$ cat src/rtl/pstore_seq_ctrl.sv
// pstore_seq_ctrl
//  Sequencer for the layer-1 partial-sum accumulator bank. A start pulse clears the
//  bank for one cycle. The controller then gates one accumulate per accepted input
//  word until NUM_INPUTS words have been taken. It waits DRAIN_CYCLES cycles and then
//  holds out_valid until out_ready takes the sums.
//
//  Optional feature macro: PSTORE_SEQ_ABORT_EN adds an abort input. Abort returns the
//  controller to IDLE from any busy state and clears the bank on the way out.
//
//  Ports
//   clk        in   system clock, rising edge
//   clr        in   asynchronous reset, active-low
//   start      in   begin an inference (IDLE, or DONE handshake cycle)
//   in_valid   in   input word present on the bank inputs
//   in_ready   out  controller accepts a word this cycle
//   acc_en     out  bank clock-enable, in_valid & in_ready (combinational)
//   acc_clr    out  bank clear, active-high
//   pixel_idx  out  index of the next expected word (weight fetch address)
//   busy       out  high in every state except IDLE
//   out_valid  out  bank holds final sums
//   out_ready  in   downstream has taken the sums
//   abort      in   (PSTORE_SEQ_ABORT_EN only) abandon the current inference

module pstore_seq_ctrl #(
  parameter int unsigned NUM_INPUTS   = 784,
  parameter int unsigned IDX_W        = 10,
  parameter int unsigned DRAIN_CYCLES = 1
) (
  input  logic             clk,
  input  logic             clr,
  input  logic             start,
  input  logic             in_valid,
  output logic             in_ready,
  output logic             acc_en,
  output logic             acc_clr,
  output logic [IDX_W-1:0] pixel_idx,
  output logic             busy,
  output logic             out_valid,
`ifdef PSTORE_SEQ_ABORT_EN
  input  logic             abort,
`endif
  input  logic             out_ready
);

  localparam int unsigned      CNT_W      = 4;
  localparam logic [IDX_W-1:0] LAST_IDX   = IDX_W'(NUM_INPUTS - 1);
  localparam logic [CNT_W-1:0] DRAIN_LOAD =
    CNT_W'((DRAIN_CYCLES > 0) ? DRAIN_CYCLES - 1 : 0);

  typedef enum logic [2:0] {
    S_IDLE,
    S_CLEAR,
    S_ACCUM,
    S_DRAIN,
    S_DONE
  } state_t;

  state_t           state, state_nxt;
  logic [IDX_W-1:0] idx_nxt;
  logic [CNT_W-1:0] drain_cnt, drain_cnt_nxt;
  logic             abort_take;
  logic             in_ready_nxt, acc_clr_nxt, busy_nxt, out_valid_nxt;

  // in_ready is only high in ACCUM, so a clear cycle can never carry an accumulate.
  assign acc_en = in_valid & in_ready;

`ifdef PSTORE_SEQ_ABORT_EN
  // Abort in IDLE has nothing to abandon.
  assign abort_take = abort & (state != S_IDLE);
`else
  assign abort_take = 1'b0;
`endif

  // Next-state, index, drain counter and next values of the registered outputs.
  always_comb begin
    state_nxt     = state;
    idx_nxt       = pixel_idx;
    drain_cnt_nxt = drain_cnt;

    case (state)
      S_IDLE: begin
        if (start) state_nxt = S_CLEAR;
      end
      S_CLEAR: begin
        idx_nxt   = '0;
        state_nxt = S_ACCUM;
      end
      S_ACCUM: begin
        if (acc_en) begin
          if (pixel_idx == LAST_IDX) begin
            idx_nxt = '0;
            if (DRAIN_CYCLES == 0) begin
              state_nxt = S_DONE;
            end else begin
              state_nxt     = S_DRAIN;
              drain_cnt_nxt = DRAIN_LOAD;
            end
          end else begin
            idx_nxt = pixel_idx + IDX_W'(1);
          end
        end
      end
      S_DRAIN: begin
        // Counter is loaded with DRAIN_CYCLES-1 so DRAIN lasts exactly DRAIN_CYCLES cycles.
        if (drain_cnt == '0) state_nxt = S_DONE;
        else                 drain_cnt_nxt = drain_cnt - CNT_W'(1);
      end
      S_DONE: begin
        // out_valid is always high here, so out_ready alone completes the handshake.
        if (out_ready) state_nxt = start ? S_CLEAR : S_IDLE;
      end
      default: begin
        state_nxt = S_IDLE;
      end
    endcase

    // Abort overrides every other event, including start and the DONE handshake.
    if (abort_take) begin
      state_nxt     = S_IDLE;
      idx_nxt       = '0;
      drain_cnt_nxt = '0;
    end

    in_ready_nxt  = (state_nxt == S_ACCUM);
    acc_clr_nxt   = (state_nxt == S_CLEAR) | abort_take;
    busy_nxt      = (state_nxt != S_IDLE);
    out_valid_nxt = (state_nxt == S_DONE);
  end

  // State and registered outputs.
  always_ff @(posedge clk or negedge clr) begin
    if (!clr) begin
      state     <= S_IDLE;
      pixel_idx <= '0;
      drain_cnt <= '0;
      in_ready  <= 1'b0;
      acc_clr   <= 1'b0;
      busy      <= 1'b0;
      out_valid <= 1'b0;
    end else begin
      state     <= state_nxt;
      pixel_idx <= idx_nxt;
      drain_cnt <= drain_cnt_nxt;
      in_ready  <= in_ready_nxt;
      acc_clr   <= acc_clr_nxt;
      busy      <= busy_nxt;
      out_valid <= out_valid_nxt;
    end
  end

endmodule

$ cat config.mk
export PLATFORM = sky130hd
export DESIGN_NAME = pstore_seq_ctrl
export DESIGN_NICKNAME = d
export VERILOG_FILES = /design/src/rtl/pstore_seq_ctrl.sv
export SDC_FILE = /design/constraint.sdc
export NUM_CORES = 1
export LEC_CHECK = 0
export BUFFER_PORTS_ARGS = -buffer_cell sky130_fd_sc_hd__buf_2
export CAP_MARGIN = 20
export CORE_ASPECT_RATIO = 0.9
export CORE_MARGIN = 10
export CORE_UTILIZATION = 35
export CTS_BUF_LIST = sky130_fd_sc_hd__clkbuf_8
export DETAILED_ROUTE_END_ITERATION = 7
export GPL_ROUTABILITY_DRIVEN = 0
export MAX_ROUTING_LAYER = met4
export PLACE_DENSITY = 0.57
export SETUP_SLACK_MARGIN = 0.1
export SLEW_MARGIN = 15
export SYNTH_ARGS = -nofsm -noshare
export SYNTH_HDL_FRONTEND = slang
export SYNTH_SLANG_ARGS = --single-unit
$ cat constraint.sdc
create_clock -name clk -period 4.4 [get_ports clk]
set_clock_uncertainty 0.1 [all_clocks]
set_input_delay 0.44 -clock clk [delete_from_list [all_inputs] [get_ports clk]]
set_output_delay 0.44 -clock clk [all_outputs]
set_load 0.05 [all_outputs]
After elaboration in Yosys (flattened, before gate mapping)
Cells that the tools add are included.

Add/sub/neg operators: 2. Equal/unequal tests: 11. Multiplexer cells: 14. Bitwise operators: 1. Reductions and logical operators: 7.

Operator list (number): $mux W10 (2); $pmux W10 S2 (1); $mux W3 (5); $pmux W3 S5 (1); $mux W4 (3); $add A10 B1 Y10 const B (1); $eq A10 B10 Y1 const B (1); $eq A3 B2 Y1 const B (3); $pmux W4 S2 (1); $eq A3 B1 Y1 const B (2); $eq A3 B3 Y1 const B (2); $ne A2 B2 Y1 const B (3); $logic_not A4 Y1 (1); $reduce_and A4 Y1 (1); $reduce_bool A2 Y1 (2); $sub A4 B1 Y4 const B (1); $logic_not A3 Y1 (1); $reduce_bool A3 Y1 (1); $reduce_and A2 Y1 (1); $and A1 B1 Y1 (1); $mux W1 (1).

Register bits: 21. Input bits: 5. Output and inout bits: 15. Logic and storage cells: 42.

Logic depth before layout (Yosys ltp)
Gate-level depths: netlist of the first run.

Depth after elaboration: 5. Mapped depth: 6. Gate-level depth less buffers: 6.

Least setup slack after synthesis of the first run
OpenSTA, ideal clock, no wires.

Path kind: reg-to-reg. Start: register in_ready. End: register in_ready. Setup time: 143 ps. Arrival time: 1722 ps. Data required time: 4157 ps. Slack: 2435 ps. Stages on the path, launching flop included: 5. Path buffers: 0. Period minus slack after synthesis: 1965 ps. Path through: dfrtp_1 and2_1 nand3b_1 o211ai_1 a311oi_1.

Word-level cells in the longest chain between the ends: 4.

RTL lines: start: declaration (RTL line 33) `output logic in_ready,`; start signal: assignment (RTL line 144) `in_ready <= in_ready_nxt;`; $and A1 B1 Y1 (RTL line 65) `assign acc_en = in_valid & in_ready;`; via acc_en (RTL line 34) `output logic acc_en,`; $mux W3 (RTL line 89) `if (acc_en) begin`; $pmux W3 S5 (RTL line 80) `case (state)`; via state_nxt[0] (RTL line 58) `state_t state, state_nxt;`; $eq A3 B2 Y1 (RTL line 124) `in_ready_nxt = (state_nxt == S_ACCUM);`; via in_ready_nxt (RTL line 62) `logic in_ready_nxt, acc_clr_nxt, busy_nxt, out_valid_nxt;`.

The timed path passes the listed nets, and every way through them passes these cells. A chain may end at the register's enable or synchronous reset.

Worst setup path after layout of the first run
Start: register drain_cnt[0]. End: register busy.

Word-level cells in the longest chain between the ends: 4.

RTL lines: start: declaration (RTL line 60) `logic [CNT_W-1:0] drain_cnt, drain_cnt_nxt;`; start signal: assignment (RTL line 143) `drain_cnt <= drain_cnt_nxt;`; $logic_not A4 Y1 (RTL line 105) `if (drain_cnt == '0) state_nxt = S_DONE;`; $mux W3 (RTL line 105); $pmux W3 S5 (RTL line 80); via state_nxt[0] (RTL line 58); $reduce_bool A3 Y1 (RTL line 126) `busy_nxt = (state_nxt != S_IDLE);`; via busy_nxt (RTL line 62); end signal: assignment (RTL line 146) `busy <= busy_nxt;`; end: declaration (RTL line 37) `output logic busy,`.

The timed path passes the listed nets, and every way through them passes these cells.

==> summary.txt, run 1 <==
Status
  – Result of the run: finished clean

Timing
  – Final period util: 0.464
  – Number of failing setup endpoints in the final timing report: 0
  – Number of hold violations in the final report: 0
  – Final Critical Period: 2040 ps
  – Headroom to the max-slew limit: 0.672
  – Slew at the pin with the worst max-slew slack: 492 ps
  – RSZ-0062 raised after global routing: no
  – Max Fclk: 490 MHz
  – Pins Over Slew Limit: 0
  – Accumulated negative setup slack: 0 ps
  – Hold WS: 33.3 ps

Power and ir drop
  – Leak Pwr: 0.000571 uW
  – Total power divided by cell area: 679 nW/um^2
  – Max IR drop VDD: 0.000221 V

Setup path
  – WS Path Type: flip-flop to flip-flop
  – Required time at the endpoint of the critical path: 4440 ps
  – Critical path capture point type: flip-flop
  – Largest fanout on the critical path: 5
  – Data arrival time of the critical path: 2080 ps
  – Setup crit start kind: flip-flop

Synth
  – Syn_nets: 116
  – Area share of the leading cell type in the synthesized netlist: 0.470
  – Async S/R FF share, synth: 1.00
  – Area of the mapped netlist: 1120 sq um
  – Number of enable-type register cells in the synthesized netlist: 0
  – Register area share after synthesis: 0.470
  – Most used flip-flop cell after synthesis: sky130_fd_sc_hd__dfrtp_1
  – Post-synthesis cell count: 108
  – Average size of a mapped cell: 10.4 sq um
  – Count of unique library cells instantiated by Yosys: 38
  – Yosys reg bits: 21
  – Post-synthesis cell type with the largest combined area: sky130_fd_sc_hd__dfrtp_1
  – Yosys synthesis warning count: 0
  – Cell types occupying the most area after synthesis: sky130_fd_sc_hd__dfrtp_1 (47%), sky130_fd_sc_hd__xnor2_1 (3.9%), sky130_fd_sc_hd__ha_1 (3.4%)

Drt
  – DRC violation count after routing: 0
  – Routed WL per cell: 14.0 microns
  – Vias post-DR: 912
  – Number of routed nets with antenna violations: 0
  – First DRT Iteration DRCs: 92
  – Drt pass-1 iters: 4
  – Wire length after detailed routing: 2.40 mm
  – Via density: 5.33

Die
  – Starting density of the core: 0.365
  – Floorplan row count: 19
  – Total die area: 5860 sq um
  – Horizontal die dimension: 79.6 microns
  – Core ar.: 3070 sq um
  – IO Pins: 20
  – Chip Height: 73.6 microns

Layout
  – Area of combinational cells with multiple inputs: 563 sq um
  – # fillers: 297
  – Most common cell after layout, fill and taps aside: sky130_fd_sc_hd__dfrtp_1
  – Most frequent cells in the layout: sky130_fd_sc_hd__dfrtp_1 (21), sky130_fd_sc_hd__buf_2 (19), sky130_fd_sc_hd__nor2_1 (10)
  – Proportion of layout cells with a drive suffix above 1: 0.225
  – NumNets Final: 138
  – FF+latch area: 526 sq um
  – Antenna diode count: 0
  – Area grow syn2layout: 16.2%

Clocking
  – Clock sink count: 21
  – Root buf cell: sky130_fd_sc_hd__clkbuf_8
  – # resized after CTS: 0
  – Clock-pin slew reported for the worst setup and hold paths after clock tree synthesis: 70 ps
  – Post-CTS Setup Repair Bufs: 0
  – TritonCTS clock tree: yes
  – CTS max path bufs: 2
  – Number of clock buffers inserted by TritonCTS: 3
  – Clk Latency, worst-skew pair: 250 ps
  – Post-CTS Hold Fix Bufs: 0
  – H-Tree Depth: 1

Global routing
  – Aggregate global routing overflow: 0
  – Number of global-route vias before repair: 836
  – Global-route usage over all layers: 0.0904
  – Met1 Resource Use GR: 0.107
  – Global routing met2 resource utilization: 0.137
  – Number of antenna violations at the first check in global routing: 0
  – Met3 Usage GRT: 0.0280
  – Pin count of the biggest net entering global routing: 22
  – Most utilized layer in the global route result: met2
  – First-pass GRT wire length: 4.08 mm

Job
  – Max capacitance violation total: 0

Placement
  – Count of input and output buffers: 19
  – Post-DP HPWL: 1.84 mm

Worst hold path
  – Path type of the worst min-delay path: primary input to async pin
[per-stage QoR]
step                total power, uW   util  std cells  setup slack (ps)  area [sq um]
global placement                758  0.409        167              2490          1250
CTS                             892  0.424        171              2400          1300
finish                          883  0.424        171              2360          1300
floorplan                       668      -        108              2430          1120
detailed placement              768  0.409        167              2420          1250
global route                    951  0.424        171              2270          1300
[Yosys cell counts (all sizes together) (4+ instances only)]
library cell and number:
nand4 4, o21ai 4, nand2 4, xnor2 5, dfrtp 21, nor2 10, inv 5, nand3 5
[critical path, stage by stage, from the launching register on]
cell and delay, ps:
sky130_fd_sc_hd__dfrtp_1 410, sky130_fd_sc_hd__inv_1 90, sky130_fd_sc_hd__ha_1 160, sky130_fd_sc_hd__or3b_2 480, sky130_fd_sc_hd__nand3_1 190, sky130_fd_sc_hd__o211ai_1 170
sky130_fd_sc_hd__or3_1 330
[kinds of logic (layout without fill, tap and decap cells)]
group,after synthesis,count (layout),synth area share
AO/OA/AOI/OAI,23,23,0.144
XOR/XNOR,7,7,0.0548
adder cells (fa/ha/maj),3,3,0.0336
buffers and inverters,7,28,0.0268
flip-flops,21,21,0.470
multiplexers,1,1,0.0101
AND/OR/NAND/NOR,46,46,0.261
[layer usage]
layer,part of all wire,routed length (microns),up-vias
met5,0,0,-
met4,0.0096,23,0
met1,0.45,1070,439
met2,0.49,1170,23
met3,0.058,139,2
li1,-,-,448
[where the power goes]
| group | internal (uW) | switching, uW |
|---|---|---|
| Clock | 62.1 | 59.5 |
| Combinational | 144 | 275 |
| Sequential | 256 | 87.1 |
[final cells by class]
type,instances,area share
Multi-Input combinational cell,80,0.433
Sequential cell,21,0.404
Timing Repair Buffer,19,0.0731
Tap cell,42,0.0404
Clock buffer,3,0.0318
Inverter,5,0.0144
Clock inverter,1,0.00289
[registers in the layout, indices dropped and copies added, names as in the netlist]
signal     cells
pixel_idx     10
acc_clr        1
in_ready       1
busy           1
drain_cnt      4
state          3
out_valid      1
[worst paths after layout]
check | start | endpoint | slack [ps] | cells after the start
worst max register to register | drain_cnt[0] | busy | 2360 | 6
max in group asynchronous | clr | drain_cnt[0] | 3840 | 1
min in group clk | start | acc_clr | 330 | 3
worst max-delay path | drain_cnt[0] | busy | 2360 | 6
worst min-delay path | clr | pixel_idx[4] | 30 | 1
worst min register to register | drain_cnt[0] | drain_cnt[0] | 440 | 1
(Power assumes the default switching activity.)
==> inputs of run 2 (changes only) <==
Settings changed: ABC_AREA set to 1.
Clock period 4.4 ns to 2 ns, I/O delays scaled along.
==> run 2 against run 1 <==
Net effect:
- area after synthesis grew 8.5%
- fmax grew 30%
- non-clock buffer count grew 1
- critical path depth grew 2
- clock power grew 130%
- global-route usage grew 0.25 points
- die area grew 6.2%
- critical endpoint is now drain_cnt[1]
- first-iteration DRC count shrank 2.2%
==> summary.txt, run 2 <==
Timing
  – Headroom to the max-slew limit: 0.694 (was 0.672)
  – RSZ-0062 raised after global routing: no (unchanged)
  – Final period util: 0.785 (was 0.464)
  – Number of hold violations in the final report: 0 (unchanged)
  – Slew at the pin with the worst max-slew slack: 458 ps (was 492 ps)
  – Pins Over Slew Limit: 0 (unchanged)
  – Max Fclk: 637 MHz (was 490 MHz)
  – Minimum setup slack in the final design: 429 ps (was 2360 ps)
  – Number of failing setup endpoints in the final timing report: 0 (unchanged)
  – Final Critical Period: 1570 ps (was 2040 ps)
  – Accumulated negative setup slack: 0 ps (unchanged)

Global routing
  – Number of antenna violations at the first check in global routing: 0 (unchanged)
  – Global-route usage over all layers: 0.0929 (was 0.0904)
  – Number of global-route vias before repair: 996 (was 836)
  – First-pass GRT wire length: 4.46 mm (was 4.08 mm)
  – Aggregate global routing overflow: 0 (unchanged)
  – Pin count of the biggest net entering global routing: 22 (unchanged)

Synth
  – Yosys synthesis warning count: 0 (unchanged)
  – Syn_nets: 152 (was 116)
  – Async S/R FF share, synth: 1.00 (unchanged)
  – Post-synthesis cell type with the largest combined area: sky130_fd_sc_hd__dfrtp_1 (unchanged)
  – Commonest cells in the synthesized netlist: sky130_fd_sc_hd__inv_1 (25), sky130_fd_sc_hd__nand2_1 (24), sky130_fd_sc_hd__dfrtp_1 (21) (was sky130_fd_sc_hd__dfrtp_1 (21), sky130_fd_sc_hd__nor2_1 (10), sky130_fd_sc_hd__inv_1 (5), sky130_fd_sc_hd__nand3_1 (5), sky130_fd_sc_hd__xnor2_1 (5))
  – Largest family of logic cells by synthesized area: simple AND/OR/NAND/NOR gates (unchanged)
  – Most frequent cell after synthesis: sky130_fd_sc_hd__inv_1 (was sky130_fd_sc_hd__dfrtp_1)
  – Synth Area in XOR/XNOR: 0 (was 0.0548)
  – Average size of a mapped cell: 8.43 sq um (was 10.4 sq um)
  – Proportion of synthesized area in mux cells: 0 (was 0.0101)
  – Most used flip-flop cell after synthesis: sky130_fd_sc_hd__dfrtp_1 (unchanged)
  – Post-synthesis share of cell area spent on and, or, nand and nor gates: 0.360 (was 0.261)
  – Number of enable-type register cells in the synthesized netlist: 0 (unchanged)
  – Cell types occupying the most area after synthesis: sky130_fd_sc_hd__dfrtp_1 (43%), sky130_fd_sc_hd__inv_1 (7.7%), sky130_fd_sc_hd__nand2_1 (7.4%) (was sky130_fd_sc_hd__dfrtp_1 (47%), sky130_fd_sc_hd__xnor2_1 (3.9%), sky130_fd_sc_hd__ha_1 (3.4%))
  – Yosys reg bits: 21 (unchanged)
  – Post-synthesis cell count: 144 (was 108)
  – Register area share after synthesis: 0.433 (was 0.470)
  – Area of the mapped netlist: 1210 sq um (was 1120 sq um)
  – Count of unique library cells instantiated by Yosys: 30 (was 38)
  – Synth Area in Compound Gates: 0.0763 (was 0.144)
  – Synthesized-area fraction occupied by adder cells: 0.0309 (was 0.0336)
  – Area share of the leading cell type in the synthesized netlist: 0.433 (was 0.470)

Setup path
  – Setup crit start kind: flip-flop (unchanged)
  – Worst R2R Setup Slack: 430 ps (was 2360 ps)
  – Largest fanout on the critical path: 5 (unchanged)
  – Cell family contributing the most delay on the critical path: simple AND/OR/NAND/NOR gates (unchanged)
  – Worst-path cell chain: ha_1, nand2_1, nor2_4, nand4_2, nor2_2, nor2_2, nand2_1, o21ai_1 (was inv_1, ha_1, or3b_2, nand3_1, o211ai_1, or3_1)
  – Critical-path top delay cell: sky130_fd_sc_hd__dfrtp_1 (was sky130_fd_sc_hd__or3b_2)
  – Required time at the endpoint of the critical path: 2050 ps (was 4440 ps)
  – WS Path Type: flip-flop to flip-flop (unchanged)
  – Data arrival time of the critical path: 1630 ps (was 2080 ps)
  – Critical path capture point type: flip-flop (unchanged)
  – Capture instance of the worst register-to-register path: drain_cnt[1] (was busy)
  – Worst Path Buf+Inv: 0 (was 1)
  – Number of cells on the worst reg-to-reg path: 8 (was 6)
  – Worst flop-to-flop path startpoint: pixel_idx[0] (was drain_cnt[0])
  – Worst path max stage delay: 410 ps (was 480 ps)

Worst hold path
  – Instance count along the most critical hold path: 3
  – Endpoint of the worst hold-timing path: acc_clr
  – Path type of the worst min-delay path: primary input to flip-flop (was primary input to async pin)
  – Min-delay src: start

Layout
  – Proportion of layout cells with a drive suffix above 1: 0.293 (was 0.225)
  – Number of flip-flops in the largest register: 10 (unchanged)
  – NumNets Final: 176 (was 138)
  – Register ranked first by flip-flop count: pixel_idx (unchanged)
  – Most frequent cells in the layout: sky130_fd_sc_hd__inv_1 (25), sky130_fd_sc_hd__nand2_1 (24), sky130_fd_sc_hd__dfrtp_1 (21) (was sky130_fd_sc_hd__dfrtp_1 (21), sky130_fd_sc_hd__buf_2 (19), sky130_fd_sc_hd__nor2_1 (10))
  – Area grow syn2layout: 16.1% (was 16.2%)
  – Most common cell after layout, fill and taps aside: sky130_fd_sc_hd__inv_1 (was sky130_fd_sc_hd__dfrtp_1)
  – Antenna diode count: 0 (unchanged)
  – Largest registers in the final layout: pixel_idx: 10 flops, drain_cnt: 4 flops, state: 3 flops (unchanged)

Drt
  – DRC violation count after routing: 0 (unchanged)
  – Vias post-DR: 1012 (was 912)
  – First DRT Iteration DRCs: 90 (was 92)
  – Number of routed nets with antenna violations: 0 (unchanged)
  – Routed WL per cell: 11.8 microns (was 14.0 microns)
  – Drt pass-1 iters: 4 (unchanged)
  – Via density: 4.80 (was 5.33)
  – Wire length after detailed routing: 2.49 mm (was 2.40 mm)

Die
  – Floorplan row count: 20 (was 19)
  – Starting density of the core: 0.362 (was 0.365)
  – IO Pins: 20 (unchanged)
  – Chip Height: 75.9 microns (was 73.6 microns)
  – Horizontal die dimension: 82.1 microns (was 79.6 microns)
  – Total die area: 6230 sq um (was 5860 sq um)
  – Core ar.: 3350 sq um (was 3070 sq um)

Clocking
  – Post-CTS Hold Fix Bufs: 1 (was 0)
  – # resized after CTS: 0 (unchanged)
  – TritonCTS clock tree: yes (unchanged)
  – Post-CTS Setup Repair Bufs: 0 (unchanged)
  – Clk Latency, worst-skew pair: 260 ps (was 250 ps)
  – CTS max path bufs: 2 (unchanged)
  – Clock-pin slew reported for the worst setup and hold paths after clock tree synthesis: 80 ps (was 70 ps)
  – Root buf cell: sky130_fd_sc_hd__clkbuf_8 (unchanged)
  – Clock sink count: 21 (unchanged)
  – H-Tree Depth: 1 (unchanged)
  – Number of clock buffers inserted by TritonCTS: 3 (unchanged)

Power and ir drop
  – Total power divided by cell area: 1230 nW/um^2 (was 679 nW/um^2)
  – Max IR drop VDD: 0.000570 V (was 0.000221 V)
  – Leak Pwr: 0.000755 uW (was 0.000571 uW)

Placement
  – Pre-CTS setup slack: 397 ps (was 2420 ps)
  – Post-DP HPWL: 2.01 mm (was 1.84 mm)
  – Count of input and output buffers: 19 (unchanged)

Status
  – Result of the run: finished clean (unchanged)

Job
  – Max capacitance violation total: 0 (unchanged)
-- run 2: cell types whose count changed in the layout (fill, tap and decap cells not counted), sizes merged, moves of 5 or more --
| cell | change |
|---|---|
| inv | +22 |
| xnor2 | -5 |
| nand2 | +27 |
| nand4 | +5 |
| nor2 | +6 |
| nand3 | +7 |
-- run 2: worst max path at each step --
stage               cells after the start         start           end  slack [ps]
finish                                  8  pixel_idx[0]  drain_cnt[1]         430
global route                            8  pixel_idx[0]  drain_cnt[0]         280
CTS                                     8  pixel_idx[0]  drain_cnt[1]         390
detailed placement                      8  pixel_idx[0]  drain_cnt[1]         400
global placement                        7  drain_cnt[0]          busy         510
floorplan                               7      in_ready  pixel_idx[4]         170
-- run 2: where the power goes --
part           internal (uW)  switching (uW)  leakage (uW)  total, uW
clock network            139             145     0.0000255        284
logic                    229             617      0.000456        846
registers                536            69.6      0.000274        606
total                    904             831      0.000755       1740
-- run 2: metrics by stage --
step	instances	util	instance area (sq um)	hold slack (ps)	power, uW
finish	211	0.420	1410	149	1740
global route	211	0.420	1410	160	1880
CTS	211	0.420	1410	153	1770
detailed placement	206	0.403	1350	89.3	1480
global placement	206	0.403	1350	89.2	1470
floorplan	144	-	1210	-196	1310
-- run 2: worst reg2reg max path, delay by kind of cell (launching register included) --
| kind | cells | cell delay [ps] |
|---|---|---|
| fa+ha+maj | 1 | 200 |
| flops | 1 | 410 |
| simple gates | 6 | 700 |
| compound gates | 1 | 60 |
-- run 2: cells by family after synthesis --
group | count (synthesis)
simple gates | 76
buf+inv | 30
fa+ha+maj | 3
flops | 21
compound gates | 14
-- run 2: per-layer routing --
metal / up-vias / global-route usage / wire length, microns
met2: 21 / 0.150 / 1220
li1: 515 / - / -
met4: 0 / 0.0170 / 10
met1: 474 / 0.107 / 1080
met5: - / - / 0
met3: 2 / 0.0389 / 185
-- run 2: layout make-up --
type,instances,area [sq um]
Timing Repair Buffer,20,105
Clock buffer,3,41.3
Multi-Input combinational cell,93,567
Inverter,29,110
Sequential cell,21,526
Tap cell,44,55.1
Clock inverter,1,5.00
Fill cell,340,1940
